### src/rtl/add_seq_ctrl.sv
// add_seq_ctrl: N-bit add/subtract built from one W-bit ripple adder that is
// reused over N/W cycles, least-significant chunk first. A registered carry
// links the chunks. The result is shifted into s from the top, so after the
// last chunk s holds the full sum and co holds bit N of that sum.
//
// Handshake: a request is accepted on a rising edge where start=1 and
// ready=1. ready is high only in IDLE. done is a one-cycle pulse in FIN.
// s/co are valid from done and held until the next accept.
module add_seq_ctrl #(
  parameter int N = 64,
  parameter int W = 8
) (
  input  logic         clk,
  input  logic         rst,
  input  logic         start,
  output logic         ready,
  input  logic         op_sub,
  input  logic         ci,
  input  logic [N-1:0] a,
  input  logic [N-1:0] b,
  output logic [N-1:0] s,
  output logic         co,
  output logic         done,
  output logic [1:0]   dbg_state
);

  localparam int NCH = N / W;
  localparam int CW  = (NCH > 1) ? $clog2(NCH) : 1;

  typedef enum logic [1:0] {
    ST_IDLE = 2'd0,
    ST_RUN  = 2'd1,
    ST_FIN  = 2'd2
  } state_t;

  state_t         r_state;
  state_t         w_state_nxt;
  logic [N-1:0]   r_a;
  logic [N-1:0]   r_b;
  logic [N-1:0]   r_s;
  logic           r_carry;
  logic           r_co;
  logic [CW-1:0]  r_cnt;
  logic [W-1:0]   w_sum;
  logic [W:0]     w_c;
  logic [N-1:0]   w_sum_top;
  logic           w_last;
  logic           w_accept;

  // Shared W-bit ripple adder: operands are always the low chunk of the
  // shifting operand registers, carry-in is the registered chunk carry.
  assign w_c[0] = r_carry;
  for (genvar gi = 0; gi < W; gi++) begin : g_ripple
    assign w_sum[gi]  = r_a[gi] ^ r_b[gi] ^ w_c[gi];
    assign w_c[gi+1]  = (r_a[gi] & r_b[gi]) | (w_c[gi] & (r_a[gi] ^ r_b[gi]));
  end

  // Chunk sum placed at the top of an N-bit word; also correct when W==N.
  assign w_sum_top = N'(w_sum) << (N - W);
  assign w_last    = (r_cnt == CW'(NCH - 1));

  assign s         = r_s;
  assign co        = r_co;
  assign dbg_state = r_state;

  // State register.
  always_ff @(posedge clk or negedge rst) begin
    if (!rst) begin
      r_state <= ST_IDLE;
    end else begin
      r_state <= w_state_nxt;
    end
  end

  // Next-state and handshake outputs; start outside IDLE is simply ignored.
  always_comb begin
    w_state_nxt = r_state;
    ready       = 1'b0;
    done        = 1'b0;
    w_accept    = 1'b0;
    case (r_state)
      ST_IDLE: begin
        ready = 1'b1;
        if (start) begin
          w_accept    = 1'b1;
          w_state_nxt = ST_RUN;
        end
      end
      ST_RUN: begin
        if (w_last) begin
          w_state_nxt = ST_FIN;
        end
      end
      ST_FIN: begin
        done        = 1'b1;
        w_state_nxt = ST_IDLE;
      end
      default: begin
        w_state_nxt = ST_IDLE;
      end
    endcase
  end

  // Datapath: latch operands on accept, then consume one chunk per RUN cycle.
  // Subtraction is A + ~B + 1, so B is inverted at accept and carry starts at 1.
  always_ff @(posedge clk or negedge rst) begin
    if (!rst) begin
      r_a     <= '0;
      r_b     <= '0;
      r_s     <= '0;
      r_carry <= 1'b0;
      r_co    <= 1'b0;
      r_cnt   <= '0;
    end else if (w_accept) begin
      r_a     <= a;
      r_b     <= op_sub ? ~b : b;
      r_carry <= op_sub | ci;
      r_cnt   <= '0;
    end else if (r_state == ST_RUN) begin
      r_a     <= r_a >> W;
      r_b     <= r_b >> W;
      r_s     <= (r_s >> W) | w_sum_top;
      r_carry <= w_c[W];
      if (w_last) begin
        r_co  <= w_c[W];
        r_cnt <= '0;
      end else begin
        r_cnt <= r_cnt + 1'b1;
      end
    end
  end

endmodule

### config.mk
export PLATFORM = sky130hd
export DESIGN_NAME = add_seq_ctrl
export DESIGN_NICKNAME = d
export VERILOG_FILES = /design/src/rtl/add_seq_ctrl.sv
export SDC_FILE = /design/constraint.sdc
export NUM_CORES = 1
export LEC_CHECK = 0
export BUFFER_PORTS_ARGS = -buffer_cell sky130_fd_sc_hd__buf_2
export CAP_MARGIN = 0
export CORE_ASPECT_RATIO = 1.1
export CORE_MARGIN = 4
export CORE_UTILIZATION = 45
export CTS_CLUSTER_DIAMETER = 200
export CTS_CLUSTER_SIZE = 40
export DETAILED_ROUTE_END_ITERATION = 8
export HOLD_SLACK_MARGIN = 0.03
export PLACE_DENSITY = 0.71
export SLEW_MARGIN = 15
export SYNTH_ARGS = -nofsm -noshare
export SYNTH_HDL_FRONTEND = slang
export SYNTH_SLANG_ARGS = --single-unit
### constraint.sdc
create_clock -name clk -period 3.9 [get_ports clk]
set_clock_uncertainty 0.05 [all_clocks]
set_input_delay 0.585 -clock clk [delete_from_list [all_inputs] [get_ports clk]]
set_output_delay 0.585 -clock clk [all_outputs]
set_load 0.05 [all_outputs]
# ---- Word level (Yosys, flattened, before mapping)
# Index checks and enable logic that the tools add are counted.
dict set report classes {
  addsub 1
  n_eq_ne 5
  n_mux 17
  n_bitwise 44
  reduce_logical 5
}
# cell count
set ops {}
lappend ops {{2-to-1 mux 64 bit} 5}
lappend ops {{inverter 64 bit} 1}
lappend ops {{bitwise OR 56 x 64 -> 64 bit} 1}
lappend ops {{bitwise AND 1 bit} 16}
lappend ops {{bitwise XOR 1 bit} 16}
lappend ops {{2-to-1 mux 3 bit} 3}
lappend ops {{bitwise OR 1 bit} 9}
lappend ops {{2-to-1 mux 1 bit} 6}
lappend ops {{2-to-1 mux 2 bit} 2}
lappend ops {{!= test 2 bit (second input constant)} 2}
lappend ops {{one-hot mux 2 bit (2 select lines)} 1}
lappend ops {{AND reduction 2 bit} 2}
lappend ops {{adder 3 x 1 -> 3 bit (second input constant)} 1}
lappend ops {{equality test 3 bit (second input constant)} 1}
lappend ops {{AND reduction 3 bit} 1}
lappend ops {{equality test 2 x 1 -> 1 bit (second input constant)} 1}
lappend ops {{equality test 2 bit (second input constant)} 1}
lappend ops {{logical NOT 2 bit} 1}
lappend ops {{nonzero test 2 bit} 1}
lappend ops {{inverter 1 bit} 1}
dict set report totals {
  regBits 199
  in_bits 133
}

# ---- Logic depth before layout (Yosys ltp)
# Gate-level depths: netlist (run 1).
dict set report depth {
  ltp_word 19
  mapped_depth 13
  mapped_depth_nobuf 13
}

# ---- Worst setup path after synthesis (run 1)
# Ideal clock, no wire load.
dict set report synth_path {
  kind {reg2reg}
  start {register r_a[0]}
  end {register r_s[63], in the netlist s[63]}
  setup_ps 83
  t_arrival_ps 3504
  t_required_ps 3767
  setup_slack_ps 263
  path_stages_with_launch 13
  path_buffers 0
  cell_sequence {dfrtp_1 fa_1 fa_1 fa_1 inv_1 fa_1 inv_1 fa_1 fa_1 fa_1 inv_1 fa_1 o21ai_0}
}
dict set report synth_between {
  elab_chain_cells 17
  elab_cells_between_ends 18
  classes_between {bitwise (18)}
}
# element line
set synth_lines {}
lappend synth_lines {{from (decl)} 38} ;# logic [N-1:0] r_a;
lappend synth_lines {{from (signal assigned)} 120} ;# r_a <= r_a >> W;
lappend synth_lines {{bitwise XOR 1 bit} 55} ;# assign w_c[gi+1] = (r_a[gi] & r_b[gi]) | (w_c[gi] & (r_a[gi] ^ r_b[gi]));
lappend synth_lines {{bitwise AND 1 bit} 55}
lappend synth_lines {{bitwise OR 1 bit (*)} 55}
lappend synth_lines {{bitwise AND 1 bit (*)} 55}
lappend synth_lines {{bitwise OR 1 bit (*)} 55}
lappend synth_lines {{bitwise AND 1 bit (*)} 55}
lappend synth_lines {{bitwise OR 1 bit (*)} 55}
lappend synth_lines {{bitwise AND 1 bit (*)} 55}
lappend synth_lines {{bitwise OR 1 bit (*)} 55}
lappend synth_lines {{bitwise AND 1 bit (*)} 55}
lappend synth_lines {{bitwise OR 1 bit (*)} 55}
lappend synth_lines {{bitwise AND 1 bit (*)} 55}
lappend synth_lines {{bitwise OR 1 bit (*)} 55}
lappend synth_lines {{bitwise AND 1 bit (*)} 55}
lappend synth_lines {{bitwise OR 1 bit (*)} 55}
lappend synth_lines {{bitwise XOR 1 bit (*)} 54} ;# assign w_sum[gi] = r_a[gi] ^ r_b[gi] ^ w_c[gi];
lappend synth_lines {{bitwise OR 56 x 64 -> 64 bit (*)} 122} ;# r_s <= (r_s >> W) | w_sum_top;
lappend synth_lines {{to (signal assigned)} 122}
lappend synth_lines {{to (decl)} 40} ;# logic [N-1:0] r_s;
# Every way passes the cells marked *; elsewhere a longest branch is shown, timed or not.
# A chain may end at the register's enable or synchronous reset.

# ---- Final worst setup path (run 1)
# Ends and elaborated chain as after synthesis.

==> results.py, run 1 <==
metrics = {
    "drt": {
        "wl_um": 22700,
        "vias": 7503,
        "via_per_inst": 5.13,
        "antenna_left": 0,
        "wl_per_cell_um": 15.5,
        "drc_errors": 0,
        "drt_iter0_drc": 498,
        "dr.pass1.iters": 5,
    },
    "global_routing": {
        "antenna_found_initial": 4,
        "busiest_layer": "met2",
        "grt_pass1_vias": 7161,
        "grt_max_degree": 114,
        "met3_usage_pct": 4.04,
        "met1_usage_pct": 26.3,
        "use_met2_pct": 31.3,
        "grtUsageTotal_pct": 19.3,
        "grt_pass1_wl_um": 36600,
        "grt_overflow": 0,
    },
    "clock_tree": {
        "tritoncts": "done",
        "cts_inserted_buffers": 17,
        "clock_latency_ns": 0.43,
        "clkSinkCount": 199,
        "cts.path.max_buffers": 2,
        "cts_htree_levels": 4,
        "clk_pin_slew_ns": 0.07,
        "cts_root_buffer": "clkbuf_16",
    },
    "power_and_ir_drop": {
        "finalPower_mw": 9.71,
        "power.density_mw_per_mm2": 885,
        "p_switching_mw": 4.51,
        "clkPwrFrac_pct": 17.4,
        "leakage_nw": 5.44,
        "internal_power_mw": 5.20,
        "ir_drop_uv": 387,
        "combPwrFrac_pct": 44.6,
        "pwr-share-seq_pct": 38.1,
        "p_sw_share_pct": 46.5,
    },
    "layout": {
        "num-fill-cells": 1925,
        "fin_nets": 1337,
        "drive_gt1_share_pct": 22.9,
        "layout.cells.non_filler": 1464,
        "area_growth_pct": 17.5,
    },
    "placed_design": {
        "dpl_worst_slack_ns": 0.0535,
        "hpwl_um": 15300,
        "io_buffers": 201,
        "place.gp.congestion": 0.793,
        "post-place-cells": 1431,
    },
    "sta": {
        "rsz0062_at_grt": "false",
        "fin_ws_ns": 0.167,
        "setup_viol": 0,
        "finalSetupTns_ns": 0,
        "tightest_slew_ns": 0.998,
        "finalHoldViolCount": 0,
        "timing.fmax_mhz": 268,
        "maxSlewViolCount": 0,
        "period_share_pct": 95.7,
        "slew_headroom_pct": 33.4,
        "fin_crit_ns": 3.73,
    },
    "worst_setup_path": {
        "path_max_fanout": 3,
        "critPathKind": "flip-flop to flip-flop",
        "crit_required_ns": 4.21,
        "cp_data_arrival_time_ns": 4.04,
        "cp-start-kind": "flip-flop",
        "cp-end-kind": "flip-flop",
    },
    "floorplan": {
        "start_util_pct": 45.5,
        "die_x_um": 145,
        "core_area_sq_mm": 0.0205,
        "die_h_um": 159,
        "fp-row-count": 55,
        "die_area_sq_mm": 0.0231,
        "io_pins": 202,
    },
    "synth": {
        "synth_area_sq_mm": 0.00934,
        "yosysSeqAreaShare_pct": 53.3,
        "netlist_instances": 1038,
        "yosysWarnings": 0,
        "ys_ff_latch": 199,
        "synth_nets": 1181,
        "ys_types": 30,
        "syn_avg_cell_area_sq_um": 9.00,
    },
    "run": {
        "drv_cap": 0,
    },
    "run_status": {
        "outcome": "finished clean",
    },
    "hold_path": {
        "hp-class": "input pin to asynchronous set/reset pin",
    },
}
-- path summary, 6_finish.rpt --
check                           slack (ns)  cells past startpoint   start  endpoint
min in group clk                      0.34                      3   a[63]   r_a[63]
max in group asynchronous             2.65                      2     rst     s[39]
worst max register to register        0.17                     12  r_a[0]     s[63]
worst min-delay path                  0.19                      1     rst      s[5]
worst min register to register        0.42                      2    s[1]      s[1]
worst max-delay path                  0.17                     12  r_a[0]     s[63]
-- kinds of logic (layout without fill, tap and decap cells) --
logic type / after synthesis / after routing / share of synthesized area (%)
buffers and inverters: 96 / 265 / 5.20
AND/OR/NAND/NOR: 513 / 513 / 21.3
flip-flops: 199 / 199 / 53.3
AO/OA/AOI/OAI: 156 / 156 / 12.2
other: 0 / 1 / 0
adder cells (fa/ha/maj): 10 / 10 / 1.98
XOR/XNOR: 64 / 64 / 6.00
-- registers in the layout, indices dropped and copies added (netlist names) --
name	cells
s	64
dbg_state	2
r_b	64
r_a	64
r_cnt	3
co	1
r_carry	1
-- timing repair --
action | in CTS | in global routing
gates resized for setup | 0 | 2
hold buffers | 0 | 0
setup buffers | 0 | 0
setup endpoints to repair | 0 | 2
-- cells in the final DEF (no fill, tap or decap), types with 16 or more instances in the layout --
master     synthesis  final
nand2_1          397    397
buf_2             40    199
dfrtp_1          199    198
nor2_1            84     84
a31oi_1           81     81
xor2_1            33     33
xnor2_1           31     31
o21ai_0           28     27
o221ai_2          19     19
nand3_1           18     18
clkbuf_16          0     17
inv_1             16     16
buf_4              0     16
-- through the flow --
stage	utilization [%]	cell area (sq um)	hold WS, ns
floorplan	-	9340	0.239
global placement	50.7	10400	0.402
detailed placement	50.7	10400	0.408
CTS	53.5	11000	0.268
global route	53.5	11000	0.309
finish	53.5	11000	0.187
-- power by group through the flow --
stage	clock (mW)	sequential, mW	combinational [mW]
final	1.69	3.70	4.33
after global routing	1.81	3.81	4.79
after CTS	1.73	3.70	4.38
after detailed placement	0	3.74	4.37
after global placement	0	3.71	4.26
after floorplan	0	4.55	2.44
-- layer usage --
layer / vias to the layer above / share of wire (%)
met5: - / 0.19
met4: 8 / 1.7
met3: 38 / 5.0
met2: 196 / 48
met1: 3573 / 45
li1: 3688 / -
-- cell type report --
type / instances / area [sq um] / area share, %
diodes: 1 / 2.50 / 0.0228
well taps: 256 / 320 / 2.92
inverters: 16 / 60.1 / 0.547
clock buffers: 18 / 429 / 3.91
flip-flops and latches: 199 / 4980 / 45.4
multi-input cells: 743 / 3900 / 35.5
repair buffers: 217 / 1150 / 10.5
clock inverters: 14 / 131 / 1.20
-- cell usage after synthesis, drive strengths merged --
| library cell | count | area [sq um] |
|---|---|---|
| a21oi | 7 | 35.0 |
| a221o | 2 | 20.0 |
| a22oi | 10 | 75.1 |
| a2bb2oi | 2 | 17.5 |
| a31oi | 81 | 507 |
| buf | 57 | 339 |
| clkbuf | 23 | 86.3 |
| dfrtp | 199 | 4980 |
| fa | 8 | 160 |
| ha | 2 | 25.0 |
| inv | 16 | 60.1 |
| nand2 | 397 | 1490 |
| nand2b | 1 | 6.26 |
| nand3 | 18 | 90.1 |
| nand3b | 1 | 7.51 |
| nor2 | 84 | 315 |
| nor2b | 10 | 62.6 |
| o211ai | 2 | 25.0 |
| o21ai | 29 | 145 |
| o21bai | 2 | 15.0 |
| o221ai | 19 | 285 |
| o31ai | 1 | 7.51 |
| o32ai | 1 | 8.76 |
| or2 | 1 | 6.26 |
| or3b | 1 | 8.76 |
| xnor2 | 31 | 272 |
| xor2 | 33 | 289 |
-- worst max-delay path, cell delays in order (launching register included) --
cell and delay [ns]:
dfrtp_1 0.42, fa_2 0.41, fa_1 0.38, fa_1 0.37
inv_1 0.08, fa_1 0.15, inv_1 0.05, fa_1 0.38
fa_1 0.39, fa_1 0.36, inv_1 0.08, fa_1 0.40
o21ai_1 0.14
No activity file was read; power rests on OpenSTA's default activity.
==> run 2, diff against run 1 <==
- CTS_BUF_LIST: unset -> sky130_fd_sc_hd__clkbuf_8
- PLACE_DENSITY: 0.71 -> 0.68
- clock period: 3.9 -> 4.2 ns (I/O delays scaled with it)
==> results.py, run 2 (synthesis gave the netlist of run 1 again) <==
metrics = {
    "power_and_ir_drop": {
        "finalPower_mw": 8.73,
        "ir_drop_uv": 339,
        "leakage_nw": 5.39,
        "power.density_mw_per_mm2": 804,
    },
    "sta": {
        "tightest_slew_ns": 0.950,
        "maxSlewViolCount": 0,
        "finalSetupTns_ns": 0,
        "fin_crit_ns": 3.83,
        "slew_headroom_pct": 36.7,
        "finalHoldViolCount": 0,
        "setup_viol": 0,
        "rsz0062_at_grt": "false",
        "timing.fmax_mhz": 261,
        "fin_hold_ws_ns": 0.180,
        "fin_ws_ns": 0.375,
        "period_share_pct": 91.1,
    },
    "floorplan": {
        "fp-row-count": 55,
        "start_util_pct": 45.5,
        "io_pins": 202,
        "core_area_sq_mm": 0.0205,
        "die_h_um": 159,
        "die_area_sq_mm": 0.0231,
        "die_x_um": 145,
    },
    "global_routing": {
        "grt_pass1_vias": 7198,
        "grtUsageTotal_pct": 19.3,
        "grt_pass1_wl_um": 36800,
        "antenna_found_initial": 3,
        "grt_max_degree": 99,
        "grt_overflow": 0,
    },
    "layout": {
        "finalInstanceArea_sq_mm": 0.0109,
        "fin_nets": 1335,
        "area_growth_pct": 16.4,
        "layout_common_cells": "nand2_1 (397), buf_2 (199), dfrtp_1 (198)",
        "final_common_cell": "nand2_1",
        "drive_gt1_share_pct": 22.7,
    },
    "drt": {
        "wl_per_cell_um": 15.2,
        "vias": 7442,
        "dr.pass1.iters": 5,
        "wl_um": 22200,
        "drt_iter0_drc": 455,
        "antenna_left": 0,
        "via_per_inst": 5.09,
        "drc_errors": 0,
    },
    "clock_tree": {
        "post_cts.repair.setup_buffers": 0,
        "clkSinkCount": 199,
        "cts_inserted_buffers": 17,
        "tritoncts": "done",
        "clock_latency_ns": 0.46,
        "cts_root_buffer": "clkbuf_8",
        "cts_resized": 0,
        "cts.path.max_buffers": 2,
        "cts_htree_levels": 4,
        "clk_pin_slew_ns": 0.10,
        "cts_hold_buf": 0,
    },
    "run": {
        "drv_cap": 0,
    },
    "placed_design": {
        "hpwl_um": 14800,
        "place.gp.congestion": 0.769,
        "placed_area_sq_mm": 0.0104,
        "dpl_worst_slack_ns": 0.396,
        "io_buffers": 201,
    },
    "worst_setup_path": {
        "crit_required_ns": 4.52,
        "cp_data_arrival_time_ns": 4.14,
        "cp-end-kind": "flip-flop",
        "critPathKind": "flip-flop to flip-flop",
        "r2r.worst_path.cells": 12,
        "cp-start-kind": "flip-flop",
        "path_max_fanout": 3,
    },
    "run_status": {
        "outcome": "finished clean",
    },
    "hold_path": {
        "hp-class": "input pin to asynchronous set/reset pin",
    },
}
## run 2: changes by cell type in the layout (fill, tap and decap cells not counted), sizes merged
| cell | change |
|---|---|
| bufinv | +2 |
| buf | -2 |
| inv | -4 |
| clkinvlp | -1 |
| clkinv | +3 |
| diode | +1 |
## run 2: layer usage
metal / part of all wire, % / track usage [%] / wire length (um) / vias up
li1: - / - / - / 3691
met1: 45 / 26.8 / 10000 / 3533
met2: 48 / 31.1 / 10700 / 190
met3: 5.2 / 4.01 / 1150 / 24
met4: 1.2 / 5.61 / 265 / 4
met5: 0.12 / 0 / 27 / -
## run 2: worst paths after layout
kind	startpoint	to	slack, ns
hold reg to reg	s[6]	s[6]	0.43
setup reg to reg	r_a[0]	s[63]	0.37
max in group asynchronous	rst	r_b[16]	3.01
setup / recovery	r_a[0]	s[63]	0.37
min in group clk	a[63]	r_a[63]	0.34
hold / removal	rst	s[2]	0.18
## run 2: final cells by class
type | count | area (sq um)
clock inverters | 14 | 186
inverters | 16 | 60.1
flip-flops and latches | 199 | 4980
clock buffers | 18 | 248
diodes | 2 | 5.00
multi-input cells | 743 | 3890
repair buffers | 215 | 1170
fillers | 1934 | 9640
well taps | 256 | 320
## run 2: worst max-delay path, stage by stage (launching register included)
cell and delay, ns:
dfrtp_1 0.42, fa_1 0.46, fa_1 0.40, fa_1 0.36
inv_1 0.08, fa_1 0.16, inv_1 0.05, fa_1 0.38
fa_1 0.40, fa_1 0.37, inv_1 0.07, fa_1 0.39
o21ai_0 0.15
## run 2: power by group
part / switching, mW / leakage [nW] / internal (mW)
Sequential: 0.593 / 2.49 / 2.80
Combinational: 2.79 / 2.68 / 1.24
Clock: 0.734 / 0.215 / 0.574
## run 2: through the flow
step	utilization, %	instances
final	53.0	1463
after CTS	53.0	1461
after detailed placement	50.9	1429
after global routing	53.0	1462
after global placement	50.9	1429
after floorplan	-	1038
==> run 3, diff against run 2 <==
- REMOVE_ABC_BUFFERS: unset -> 1
==> results.py, run 3 (synthesis gave the netlist of run 1 again) <==
metrics = {
    "power_and_ir_drop": {
        "internal_power_mw": 4.45,
        "pwr-share-seq_pct": 39.5,
        "combPwrFrac_pct": 47.2,
        "power.density_mw_per_mm2": 793,
        "leakage_nw": 5.33,
        "p_switching_mw": 4.07,
        "p_sw_share_pct": 47.8,
        "ir_drop_uv": 300,
        "clkPwrFrac_pct": 13.3,
    },
    "worst_setup_path": {
        "cp_data_arrival_time_ns": 4.14,
        "cp-start-kind": "flip-flop",
        "critPathKind": "flip-flop to flip-flop",
        "cp-end-kind": "flip-flop",
        "worst-path-buf-inv": 3,
        "crit_required_ns": 4.50,
        "path_max_fanout": 3,
        "crit_top_cell": "fa_1",
        "cp_slowest_cell": "fa_1",
        "crit_chain": "fa_1 -> fa_1 -> fa_1 -> inv_1 -> fa_1 -> inv_1 -> fa_1 -> fa_1 -> fa_1 -> inv_1 -> fa_1 -> o21ai_0",
        "slowest_delay_ns": 0.44,
        "cp_top_family": "adder cells",
    },
    "sta": {
        "tightest_slew_ns": 1.03,
        "period_share_pct": 91.2,
        "fin_crit_ns": 3.83,
        "rsz0062_at_grt": "false",
        "finalSetupTns_ns": 0,
        "maxSlewViolCount": 0,
        "timing.fmax_mhz": 261,
        "slew_headroom_pct": 31.1,
        "finalHoldViolCount": 0,
        "fin_ws_ns": 0.369,
        "setup_viol": 0,
        "fin_hold_ws_ns": 0.173,
    },
    "layout": {
        "multi_input_area_sq_mm": 0.00389,
        "drive_gt1_share_pct": 22.7,
        "layout_common_cells": "nand2_1 (397), buf_2 (199), dfrtp_1 (198)",
        "fin_nets": 1335,
        "final_util_pct": 52.4,
        "num-fill-cells": 1984,
        "num_antenna_cells": 0,
        "area_growth_pct": 15.0,
        "seq_area_sq_mm": 0.00498,
        "final_common_cell": "nand2_1",
    },
    "global_routing": {
        "grt_overflow": 0,
        "grt_pass1_vias": 7122,
        "grtUsageTotal_pct": 18.7,
        "grt_max_degree": 138,
        "grt_pass1_wl_um": 36100,
        "antenna_found_initial": 1,
    },
    "floorplan": {
        "fp-row-count": 55,
        "die_x_um": 145,
        "core_area_sq_mm": 0.0205,
        "die_area_sq_mm": 0.0231,
        "die_h_um": 159,
        "io_pins": 202,
        "start_util_pct": 45.5,
    },
    "run": {
        "drv_cap": 0,
    },
    "placed_design": {
        "hpwl_um": 13800,
        "place.gp.congestion": 0.772,
        "dpl_worst_slack_ns": 0.384,
        "io_buffers": 201,
    },
    "drt": {
        "antenna_left": 0,
        "via_per_inst": 5.06,
        "vias": 7387,
        "drt_iter0_drc": 373,
        "drc_errors": 0,
        "wl_per_cell_um": 14.7,
        "wl_um": 21500,
        "dr.pass1.iters": 6,
    },
    "hold_path": {
        "hp-class": "input pin to asynchronous set/reset pin",
    },
    "run_status": {
        "outcome": "finished clean",
    },
    "clock_tree": {
        "cts_htree_levels": 4,
        "cts.path.max_buffers": 2,
        "cts_root_buffer": "clkbuf_8",
        "post_cts.repair.setup_buffers": 0,
        "tritoncts": "done",
        "cts_hold_buf": 0,
        "clock_latency_ns": 0.46,
        "cts_resized": 0,
        "clk_pin_slew_ns": 0.11,
        "cts_inserted_buffers": 17,
        "clkSinkCount": 199,
    },
}
-- run 3: final timing paths --
path,startpoint,end,slack (ns),depth (start not counted)
max,r_a[0],s[63],0.37,12
min,rst,s[2],0.17,1
max reg2reg,r_a[0],s[63],0.37,12
min reg2reg,s[1],s[1],0.43,2
max in group asynchronous,rst,r_cnt[1],2.85,2
min in group clk,a[63],r_a[63],0.35,3
-- run 3: layout make-up --
cell class	instances	area share, %
clock inverters	14	1.08
flip-flops and latches	199	46.4
multi-input cells	743	36.3
clock buffers	17	2.18
repair buffers	215	10.6
inverters	16	0.559
well taps	256	2.98
-- run 3: through the flow --
stage	cells	power [mW]	cell area, sq um
after global routing	1460	9.26	10700
after detailed placement	1429	7.48	10400
final	1460	8.52	10700
after floorplan	958	6.47	8910
after CTS	1460	8.63	10700
after global placement	1429	7.37	10400
-- run 3: power groups by stage --
stage	sequential, mW	clock (mW)	combinational, mW
after floorplan	4.28	0	2.19
after global placement	3.38	0	3.99
after detailed placement	3.40	0	4.07
after CTS	3.36	1.18	4.08
after global routing	3.48	1.26	4.52
final	3.36	1.14	4.02
-- run 3: routing by layer --
metal,vias to the layer above,GRT usage (%),share of wire (%)
li1,3681,-,-
met1,3481,27.1,48
met2,206,29.3,46
met3,17,3.96,5.2
met4,2,3.84,0.97
met5,-,0,0.056
